--- src/rtl/pwm_pkg.sv ---
// rtl/pwm_pkg.sv - shared mode/direction encodings and duty-slice helper for pwm_multi_ch
package pwm_pkg;

  localparam logic MODE_EDGE   = 1'b0;
  localparam logic MODE_CENTER = 1'b1;
  localparam logic DIR_UP      = 1'b0;
  localparam logic DIR_DOWN    = 1'b1;

  localparam int VEC_MAX_W   = 1024;
  localparam int SLICE_MAX_W = 32;

  // Channel ch occupies bits [ch*width +: width] of the packed duty bus.
  function automatic logic [SLICE_MAX_W-1:0] duty_slice(input logic [VEC_MAX_W-1:0] vec,
                                                        input int width, input int ch);
    logic [VEC_MAX_W-1:0] mask;
    mask = {VEC_MAX_W{1'b1}} >> (VEC_MAX_W - width);
    return SLICE_MAX_W'((vec >> (ch * width)) & mask);
  endfunction

endpackage

--- src/rtl/pwm_deadtime.sv ---
// rtl/pwm_deadtime.sv - per-channel break-before-make complementary driver (PWM_DEADTIME_EN builds)
module pwm_deadtime #(
  parameter int DT_WIDTH = 8
) (
  input  logic                clk,
  input  logic                syn_rst,
  input  logic                en,
  input  logic                raw,
  input  logic [DT_WIDTH-1:0] dead_time,
  output logic                p,
  output logic                n
);

  logic                raw_q, p_q, n_q;
  logic [DT_WIDTH-1:0] run_q, run_d, run_now;

  // run_now = clocks raw has held its current level before this one; saturates.
  assign run_now = (raw != raw_q) ? '0 : run_q;
  assign run_d   = (run_now == '1) ? run_now : run_now + DT_WIDTH'(1);

  always_ff @(posedge clk) begin
    if (syn_rst) begin
      raw_q <= 1'b0;
      run_q <= '0;
      p_q   <= 1'b0;
      n_q   <= 1'b0;
    end else begin
      raw_q <= raw;
      run_q <= run_d;
      p_q   <= en & raw & (run_now >= dead_time);
      n_q   <= en & ~raw & (run_now >= dead_time);
    end
  end

  assign p = p_q;
  assign n = n_q;

endmodule

--- src/rtl/pwm_multi_ch.sv ---
// rtl/pwm_multi_ch.sv - shared-counter multi-channel PWM with double-buffered config
// PWM_DEADTIME_EN adds dead_time / pwm_out_n via per-channel pwm_deadtime instances.
module pwm_multi_ch
  import pwm_pkg::*;
#(
  parameter int PWM_WIDTH = 16,
  parameter int NUM_CH    = 4
`ifdef PWM_DEADTIME_EN
  , parameter int DT_WIDTH = 8
`endif
) (
  input  logic                        clk,
  input  logic                        syn_rst,
  input  logic                        en,
  input  logic                        cfg_we,
  input  logic [PWM_WIDTH-1:0]        cfg_period,
  input  logic [NUM_CH*PWM_WIDTH-1:0] cfg_duty,
  input  logic                        cfg_center,
`ifdef PWM_DEADTIME_EN
  input  logic [DT_WIDTH-1:0]         dead_time,
  output logic [NUM_CH-1:0]           pwm_out_n,
`endif
  output logic                        upd_done,
  output logic                        sync_out,
  output logic [NUM_CH-1:0]           pwm_out
);

  typedef logic [PWM_WIDTH-1:0] word_t;

  word_t             per_q, per_s_q, per_n, cnt_q, cnt_d;
  word_t             duty_q   [NUM_CH];
  word_t             duty_s_q [NUM_CH];
  word_t             duty_in  [NUM_CH];
  logic              mode_q, mode_s_q, mode_n, dir_q, dir_d;
  logic              pend_q, upd_q, sync_q;
  logic              bnd, apply, center_up;
  logic [NUM_CH-1:0] raw;

  for (genvar i = 0; i < NUM_CH; i++) begin : g_slice
    assign duty_in[i] = PWM_WIDTH'(duty_slice(VEC_MAX_W'(cfg_duty), PWM_WIDTH, i));
  end

  // en=0 counts as a boundary so pending updates still land while stopped.
  assign bnd = !en || (per_q == '0) ||
               ((mode_q == MODE_EDGE) ? (cnt_q >= per_q)
                                      : ((cnt_q == '0) && (dir_q == DIR_DOWN)));
  assign apply  = bnd & pend_q;
  assign per_n  = apply ? per_s_q : per_q;
  assign mode_n = apply ? mode_s_q : mode_q;

  always_comb begin
    cnt_d = cnt_q;
    dir_d = dir_q;
    if (!en) begin
      cnt_d = '0;
      dir_d = DIR_UP;
    end else if (bnd) begin
      // The centre valley is already cnt=0, so the next period resumes at 1.
      dir_d = DIR_UP;
      cnt_d = ((cnt_q == '0) && (per_n != '0) && (mode_n == MODE_CENTER)) ? word_t'(1) : '0;
    end else if (mode_q == MODE_EDGE) begin
      cnt_d = cnt_q + word_t'(1);
    end else if (dir_q == DIR_UP) begin
      if (cnt_q >= per_q) begin
        dir_d = DIR_DOWN;
        cnt_d = cnt_q - word_t'(1);
      end else begin
        cnt_d = cnt_q + word_t'(1);
      end
    end else begin
      cnt_d = cnt_q - word_t'(1);
    end
  end

  // Inclusive compare on the up-slope gives exactly 2*duty high clocks per centre period.
  assign center_up = (mode_q == MODE_CENTER) && (dir_q == DIR_UP);

  always_comb begin
    raw = '0;
    for (int i = 0; i < NUM_CH; i++) begin
      raw[i] = en & ((cnt_q < duty_q[i]) |
                     (center_up & (cnt_q == duty_q[i]) & (duty_q[i] != '0)));
    end
  end

  always_ff @(posedge clk) begin
    if (syn_rst) begin
      per_q    <= '0;
      per_s_q  <= '0;
      mode_q   <= MODE_EDGE;
      mode_s_q <= MODE_EDGE;
      cnt_q    <= '0;
      dir_q    <= DIR_UP;
      pend_q   <= 1'b0;
      upd_q    <= 1'b0;
      sync_q   <= 1'b0;
      for (int i = 0; i < NUM_CH; i++) begin
        duty_q[i]   <= '0;
        duty_s_q[i] <= '0;
      end
    end else begin
      cnt_q  <= cnt_d;
      dir_q  <= dir_d;
      pend_q <= cfg_we | (pend_q & ~apply);
      upd_q  <= apply;
      sync_q <= en & bnd;
      if (apply) begin
        per_q  <= per_s_q;
        mode_q <= mode_s_q;
        duty_q <= duty_s_q;
      end
      if (cfg_we) begin
        per_s_q  <= cfg_period;
        mode_s_q <= cfg_center;
        duty_s_q <= duty_in;
      end
    end
  end

  assign upd_done = upd_q;
  assign sync_out = sync_q;

`ifdef PWM_DEADTIME_EN
  for (genvar i = 0; i < NUM_CH; i++) begin : g_dt
    pwm_deadtime #(.DT_WIDTH(DT_WIDTH)) u_dt (
      .clk       (clk),
      .syn_rst   (syn_rst),
      .en        (en),
      .raw       (raw[i]),
      .dead_time (dead_time),
      .p         (pwm_out[i]),
      .n         (pwm_out_n[i])
    );
  end
`else
  logic [NUM_CH-1:0] pwm_q;

  always_ff @(posedge clk) begin
    if (syn_rst) pwm_q <= '0;
    else         pwm_q <= raw;
  end

  assign pwm_out = pwm_q;
`endif

endmodule

--- config.mk ---
export PLATFORM = sky130hd
export DESIGN_NAME = pwm_multi_ch
export DESIGN_NICKNAME = d
export VERILOG_FILES = /design/src/rtl/pwm_pkg.sv /design/src/rtl/pwm_deadtime.sv /design/src/rtl/pwm_multi_ch.sv
export SDC_FILE = /design/constraint.sdc
export NUM_CORES = 1
export LEC_CHECK = 0
export BUFFER_PORTS_ARGS = -buffer_cell sky130_fd_sc_hd__buf_2
export CAP_MARGIN = 0
export CORE_UTILIZATION = 50
export CTS_CLUSTER_SIZE = 24
export DETAILED_ROUTE_END_ITERATION = 12
export HOLD_SLACK_MARGIN = 0.12
export PLACE_DENSITY = 0.69
export SLEW_MARGIN = 20
export SYNTH_ARGS = -nofsm -noshare
export SYNTH_HDL_FRONTEND = slang
export SYNTH_SLANG_ARGS = --single-unit
--- constraint.sdc ---
create_clock -name clk -period 3 [get_ports clk]
set_input_delay 0.6 -clock clk [delete_from_list [all_inputs] [get_ports clk]]
set_output_delay 0.6 -clock clk [all_outputs]
set_load 0.01 [all_outputs]
==> results.yml, run 1 <==
run_status:
  status: "completed"
global_routing:
  grt_pass1_wl_mm: 33.93
  grt_antenna_before_repair: 0
  grt_max_degree: 165
  overflow: 0
  grt_use_total: 0.2309
  grt_pass1_vias: 6941
timing:
  period_share: 0.9040
  slew_viol_final: 0
  fin_ws_ps: 288.0
  min_period_ps: 2712
  relSlewSlack: 0.4775
  hold_viol: 0
  setup_viol_count_final: 0
  fin_tns_setup_ps: 0
  max_freq_mhz: 368.7
  rsz0062_at_grt: "false"
  final.setup_skew_ps: 7.007
  worstMarginPinSlew_ps: 783.7
synthesis:
  synth_top_family_by_area: "simple AND/OR/NAND/NOR gates"
  synthArstFlopShare: 0
  ys_seq_area_frac: 0.4093
  synthTopCellsByCount: "186 x dfxtp_1, 176 x nand2_1, 119 x nor2_1"
  synth_compound_area_frac: 0.1023
  synth_edf_count: 0
  synth_ff_type: "dfxtp_1"
  yosys.area.top_type: "dfxtp_1"
  synth_cell_types: 46
  synthTopCellsByArea: "dfxtp_1 41%, ha_1 11%, mux2i_1 10%"
  syn_avg_cell_area_um2: 8.510
  synth_most_common_cell: "dfxtp_1"
  syn-cell-area_um2: 9097
  yosysWarnings: 0
  synthAdderAreaFrac: 0.1128
  post_synth_xor_area_fraction: 0.01348
  yosysTopAreaCellShare: 0.4093
  synthMuxAreaShare: 0.1034
  synth_simple_gate_area_share: 0.1976
  syn_nets: 1236
  synth-seq-cells: 186
  synthCells: 1069
min_path:
  hold_path_depth: 3
  hold_class: "input pin to flop"
route:
  drt_wl_total_mm: 20.47
  ant_nets: 0
  drtIter0Drc: 462
  drc: 0
  routedWlPerCell_um: 14.67
  drt-pass1-iter-count: 5
  vias: 7327
  viasPerCell: 5.249
final_layout:
  n_antenna_cell: 0
  area_growth_syn_to_layout_pct: 15.83
  finalNonFillerCells: 1396
  layout-drive-gt1-share: 0.1332
  fill_cells: 1593
  nets: 1325
  fin_area_um2: 10540
  post-route-util: 0.6009
clock_network:
  cts_root_buffer: "clkbuf_16"
  cts_tree: "yes"
  cts.clk_slew.worst_paths_ps: 70
  htree_levels: 4
  clockBufferDepth: 2
  clock-sinks: 186
  worstSkewPairLatency_ps: 430
  cts_buffers: 17
  postCtsSetupBuffers: 0
floorplan:
  dieArea_um2: 18740
  initial_core_util: 0.5188
  core_area_um2: 17540
  ios: 91
  die_w_um: 136.9
  row_count: 48
  fp.dieH_um: 136.9
setup_path:
  criticalPathCategory: "flop to flop"
  cp.required_ps: 3360
  critical_path_arrival_ps: 3070
  r2r_cells: 9
  end_kind: "flop"
  startpoint_type: "flop"
  cp_max_fo: 3
placed_design:
  gp_congestion: 0.8856
  post-place-ws_ps: 243.7
  port_buffers: 90
  place_hpwl_mm: 14.17
  place_area_um2: 9866
  place_inst: 1364
pwr:
  p_leak_nw: 4.549
  switchingPower_mw: 1.429
  clock_power_share: 0.442
  max-vdd-ir-drop_mv: 0.4534
  swShare: 0.2468
  combPwrFrac: 0.102
  seq_power_share: 0.457
  powerDensity_nw_per_um2: 549.6
  p_int_mw: 4.362
run:
  drv_cap: 0
-- layout by cell type (no fill, tap or decap), types with 7 or more instances in the layout --
cell and count:
nor4_1 26, inv_1 82, buf_4 25, dfxtp_1 186, buf_2 88, nor3_1 9, ha_1 82, clkbuf_16 17
mux2i_1 94, nor2b_1 7, nand2_1 176, a21oi_1 104, nand3_1 15, nor2_1 119, nand4_1 20, a21o_1 16
xnor2_1 9, and3_1 8, o21ai_0 15
-- layer usage --
metal / vias up / GRT usage / share of wire
met5: - / 0 / 0
met4: 0 / 0.06044 / 0.0095
met3: 16 / 0.04778 / 0.045
met2: 133 / 0.3852 / 0.47
met1: 3359 / 0.3026 / 0.47
li1: 3819 / - / -
-- critical path: stages (launching register included) --
cell       delay (ps)
dfxtp_1           360
inv_1              50
ha_1              320
a21o_1            190
a221o_1           380
a2111oi_4         360
a211oi_2           90
or4_1             550
and3_1            210
nor3_2            130
-- sequential cells by signal (all words and copies together), names as in the netlist, 4 cells and up --
signal    cells
duty_q       64
cnt_q        16
per_q        16
pwm_out       4
per_s_q      16
duty_s_q     64
-- area by class of cell --
type                            instances  area, um2  share of cell area
Inverter                               82      307.8             0.02921
Clock buffer                           18      439.2             0.04168
Sequential cell                       186       3724              0.3534
Timing Repair Buffer                  118      728.2             0.06910
Tap cell                              225      281.5             0.02672
Multi-Input combinational cell        753       4831              0.4584
Clock inverter                         14      226.5             0.02149
-- logic make-up (layout without fill, tap and decap cells) --
logic type | count (synthesis) | count (layout)
adders and majority gates | 82 | 82
DFF | 186 | 186
buffers and inverters | 130 | 232
muxes | 94 | 94
xor gates and xnor gates | 14 | 14
AOI/OAI and AO/OA | 158 | 158
and+or+nand+nor | 405 | 405
-- timing repair --
item | in CTS | in global routing
setup endpoints to repair | 0 | 70
gates resized for setup | 0 | 2
hold buffers | 0 | 0
-- path summary, 6_finish.rpt --
check	start	end	slack (ps)
worst min-delay path	cfg_duty[9]	duty_s_q[57]	400
worst max register to register	per_q[9]	cnt_q[12]	290
worst min register to register	duty_s_q[58]	duty_q[58]	450
worst max-delay path	per_q[9]	cnt_q[12]	290
-- power by group through the flow --
| stage | clock (mW) | combinational [mW] | sequential, mW |
|---|---|---|---|
| 2_1_floorplan | 0 | 0.433 | 2.68 |
| 3_3_place_gp | 0 | 0.583 | 2.70 |
| 3_5_place_dp | 0 | 0.590 | 2.70 |
| 4_1_cts | 2.59 | 0.594 | 2.65 |
| 5_1_grt | 2.70 | 0.666 | 2.66 |
| 6_report | 2.56 | 0.589 | 2.64 |
-- per-stage QoR --
stage	hold WS (ps)	power [mW]
final	398.1	5.791
after CTS	383.6	5.827
after detailed placement	443.1	3.291
after floorplan	431.2	3.115
after global placement	443.0	3.281
after global routing	385.1	6.023
Power figures use the tool's default switching activity.
==> inputs of run 2 (changes only) <==
--- a/config.mk
+++ b/config.mk
@@ -12,6 +12,7 @@
 export DETAILED_ROUTE_END_ITERATION = 12
 export HOLD_SLACK_MARGIN = 0.12
 export PLACE_DENSITY = 0.69
+export REMOVE_ABC_BUFFERS = 1
 export SLEW_MARGIN = 20
 export SYNTH_ARGS = -nofsm -noshare
 export SYNTH_HDL_FRONTEND = slang
==> results.yml, run 2 (synthesized netlist as in run 1, its figures left out) <==
timing:
  setup_viol_count_final: 0
  max_freq_mhz: 365.1
  period_share: 0.9130
  fin_ws_ps: 260.9
  fin_tns_setup_ps: 0
  worstMarginPinSlew_ps: 716.0
  hold_viol: 0
  hold_slack_ps: 398.2
  rsz0062_at_grt: "false"
  slew_viol_final: 0
  relSlewSlack: 0.5227
  min_period_ps: 2739
  final.setup_skew_ps: 9.499
setup_path:
  worstPathCellList: "inv_1, ha_1, nand2b_1, a2111oi_0, o311a_1, o2111a_1, nand3b_1, buf_4, nand2_1, a21oi_1"
  r2r_cells: 10
  end_kind: "flop"
  cp.required_ps: 3350
  critical_path_arrival_ps: 3090
  cpPeakStageDelay_ps: 500
  startpoint_type: "flop"
  timing.rr.end: "duty_q[4]"
  rrSetupSlack_ps: 260
  criticalPathCategory: "flop to flop"
  rr_startpoint: "cnt_q[0]"
  cp_max_fo: 26
  slowest_stage: "a2111oi_0"
final_layout:
  post-route-util: 0.5957
  final_common_cell: "dfxtp_1"
  layout-drive-gt1-share: 0.1308
  n_antenna_cell: 0
  area_growth_syn_to_layout_pct: 14.84
  mostFrequentLayoutCells: "186 x dfxtp_1, 176 x nand2_1, 119 x nor2_1"
  fill_cells: 1655
  top_regs: "duty_q (64), duty_s_q (64)"
  fin_area_um2: 10450
  finalNonFillerCells: 1395
  nets: 1325
pwr:
  swShare: 0.2558
  p_int_mw: 4.040
  combPwrFrac: 0.110
  totalPowerFinal_mw: 5.429
  max-vdd-ir-drop_mv: 0.4030
  switchingPower_mw: 1.389
  seq_power_share: 0.487
  powerDensity_nw_per_um2: 519.6
  clock_power_share: 0.403
  p_leak_nw: 4.502
route:
  drt-pass1-iter-count: 5
  ant_nets: 0
  viasPerCell: 5.340
  vias: 7449
  drc: 0
  drtIter0Drc: 341
  drt_wl_total_mm: 20.25
  routedWlPerCell_um: 14.51
clock_network:
  cts_root_buffer: "clkbuf_16"
  cts-resized-gates: 0
  clock-sinks: 186
  postCtsSetupBuffers: 0
  cts_buffers: 17
  worstSkewPairLatency_ps: 430
  hold_buffers: 0
  clockBufferDepth: 2
  cts_tree: "yes"
  htree_levels: 4
  cts.clk_slew.worst_paths_ps: 70
placed_design:
  gp_congestion: 0.8657
  post-place-ws_ps: 318.1
  place_inst: 1364
  port_buffers: 90
  place_hpwl_mm: 14.12
  place_area_um2: 9878
floorplan:
  initial_core_util: 0.5188
  row_count: 48
  ios: 91
  fp.dieH_um: 136.9
  die_w_um: 136.9
  dieArea_um2: 18740
  core_area_um2: 17540
run_status:
  status: "completed"
global_routing:
  grt_use_total: 0.2290
  grt_pass1_wl_mm: 33.59
  overflow: 0
  grt_antenna_before_repair: 0
  grt_max_degree: 165
  grt_pass1_vias: 7078
run:
  drv_cap: 0
min_path:
  min_from: "cfg_duty[15]"
  hold_path_depth: 3
  min_to: "duty_s_q[63]"
  hold_class: "input pin to flop"
[run 2: power groups by stage]
stage	sequential [mW]	combinational (mW)	clock (mW)
4_1_cts	2.64	0.608	2.24
6_report	2.64	0.600	2.19
3_5_place_dp	2.70	0.602	0
2_1_floorplan	2.68	0.354	0
5_1_grt	2.66	0.676	2.33
3_3_place_gp	2.70	0.591	0
[run 2: how the worst max path moves through the flow]
stage | cells after the start | from | end
6_report | 10 | cnt_q[0] | duty_q[4]
3_3_place_gp | 9 | per_q[9] | cnt_q[12]
2_1_floorplan | 6 | cnt_q[5] | duty_q[0]
4_1_cts | 10 | cnt_q[0] | duty_q[4]
3_5_place_dp | 9 | per_q[9] | cnt_q[12]
5_1_grt | 10 | cnt_q[0] | duty_q[4]
[run 2: layout make-up]
cell class	count	area (um2)	share of cell area
clock inverters	11	112.6	0.01078
inverters	82	307.8	0.02946
multi-input cells	753	4825	0.4618
well taps	225	281.5	0.02695
flip-flops and latches	186	3724	0.3564
repair buffers	118	740.7	0.07090
clock buffers	20	456.7	0.04371
[run 2: worst max-delay path, delay by kind of cell, from the launching register on]
kind	cells	cell delay (ps)
AND/OR/NAND/NOR	3	430
buffers and inverters	2	380
adder cells (fa/ha/maj)	1	260
AO/OA/AOI/OAI	4	1240
flip-flops	1	330
[run 2: per-layer routing]
metal | track usage | up-vias | wire [um]
met1 | 0.2974 | 3426 | 9577
met4 | 0.09829 | 0 | 456
met2 | 0.3779 | 159 | 9344
li1 | - | 3832 | -
met3 | 0.03407 | 32 | 867
met5 | 0 | - | 0
==> inputs of run 3 (changes only) <==
--- a/config.mk
+++ b/config.mk
@@ -7,9 +7,11 @@
 export LEC_CHECK = 0
 export BUFFER_PORTS_ARGS = -buffer_cell sky130_fd_sc_hd__buf_2
 export CAP_MARGIN = 0
+export CORE_MARGIN = 1.5
 export CORE_UTILIZATION = 50
 export CTS_CLUSTER_SIZE = 24
 export DETAILED_ROUTE_END_ITERATION = 12
+export GPL_TIMING_DRIVEN = 0
 export HOLD_SLACK_MARGIN = 0.12
 export PLACE_DENSITY = 0.69
 export REMOVE_ABC_BUFFERS = 1
==> results.yml, run 3 (synthesized netlist as in run 1, its figures left out) <==
route:
  routedWlPerCell_um: 14.50
  viasPerCell: 5.353
  drt_wl_total_mm: 20.15
  drtIter0Drc: 425
  ant_nets: 0
  drt-pass1-iter-count: 5
  vias: 7440
  drc: 0
clock_network:
  cts_tree: "yes"
  cts_buffers: 17
  clock-sinks: 186
  cts_root_buffer: "clkbuf_16"
  hold_buffers: 0
  clockBufferDepth: 2
  cts.clk_slew.worst_paths_ps: 70
  htree_levels: 4
  worstSkewPairLatency_ps: 420
timing:
  fin_tns_setup_ps: 0
  min_period_ps: 2937
  max_freq_mhz: 340.5
  worstMarginPinSlew_ps: 625.1
  setup_viol_count_final: 0
  period_share: 0.9789
  slew_viol_final: 0
  relSlewSlack: 0.5788
  hold_viol: 0
  final.setup_skew_ps: 7.007
final_layout:
  area_growth_syn_to_layout_pct: 15.62
  mostFrequentLayoutCells: "176 x nand2_1, 170 x dfxtp_1, 119 x nor2_1"
  post-route-util: 0.5876
  fin_area_um2: 10520
  nets: 1319
  finalNonFillerCells: 1390
  layout-drive-gt1-share: 0.1456
  n_antenna_cell: 0
  final_common_cell: "nand2_1"
  top_regs: "duty_q (64), duty_s_q (64)"
run_status:
  status: "completed"
pwr:
  p_leak_nw: 4.475
  totalPowerFinal_mw: 5.346
  powerDensity_nw_per_um2: 508.3
  max-vdd-ir-drop_mv: 0.4004
placed_design:
  port_buffers: 90
  place_inst: 1351
  place_area_um2: 9781
  gp_congestion: 0.8551
  place_hpwl_mm: 13.79
floorplan:
  row_count: 49
  fp.dieH_um: 137.9
  core_area_um2: 17900
  ios: 91
  dieArea_um2: 19010
  initial_core_util: 0.5082
  die_w_um: 137.9
setup_path:
  startpoint_type: "flop"
  end_kind: "flop"
  cp.required_ps: 3340
  critical_path_arrival_ps: 3280
  criticalPathCategory: "flop to flop"
  r2r_cells: 11
  cp_max_fo: 9
  rrSetupSlack_ps: 60
global_routing:
  use_met1: 0.2792
  grt_pass1_vias: 6790
  top_usage_layer: "met2"
  grtUsageMet3: 0.04569
  grt_antenna_before_repair: 0
  grt_use_total: 0.2159
  grt_max_degree: 96
  grtUsageMet2: 0.3643
  overflow: 0
  grt_pass1_wl_mm: 32.42
min_path:
  hold_class: "input pin to flop"
  hold_path_depth: 3
run:
  drv_cap: 0
run 3: cell type report:
type                    instances  area, um2
inverters                      82      311.5
multi-input cells             753       4898
clock buffers                  21      460.4
repair buffers                112      730.7
fillers                      1638       7383
flip-flops and latches        186       3759
well taps                     229      286.5
clock inverters                 7      72.57
run 3: per-stage QoR:
| step | setup slack, ps | hold WS, ps |
|---|---|---|
| floorplan | -1225 | 425.1 |
| global placement | -3463 | 442.0 |
| detailed placement | -457.8 | 445.5 |
| CTS | 1.693 | 396.8 |
| global route | -48.03 | 394.8 |
| finish | 63.39 | 408.7 |
run 3: report_power, final:
group	internal, mW	switching [mW]	total, mW
logic	0.283	0.342	0.626
registers	2.57	0.0691	2.64
clock network	1.17	0.911	2.08
run 3: final timing paths:
check,startpoint,to
max,cnt_q[0],cnt_q[12]
min,cfg_duty[46],duty_s_q[30]
max reg2reg,cnt_q[0],cnt_q[12]
min reg2reg,duty_s_q[11],duty_q[11]
run 3: repair_timing:
item / in CTS / in global routing
buffers inserted: 3 / 9
gates resized for setup: 19 / 18
gates cloned: 0 / 0
pin swaps: 4 / 5
setup endpoints to repair: 98 / 57
run 3: critical path, stage by stage, from the launching register on:
cell,delay [ps]
dfxtp_4,400
clkinvlp_4,110
ha_1,290
nand2b_1,190
a2111oi_4,370
o311a_1,240
buf_4,140
a211oi_4,80
buf_12,160
or4_4,530
and3_4,190
nor3_2,130
run 3: layer usage:
metal,up-vias,share of wire
met5,-,0
met4,0,0.018
met3,29,0.045
met2,158,0.47
met1,3438,0.47
li1,3815,-
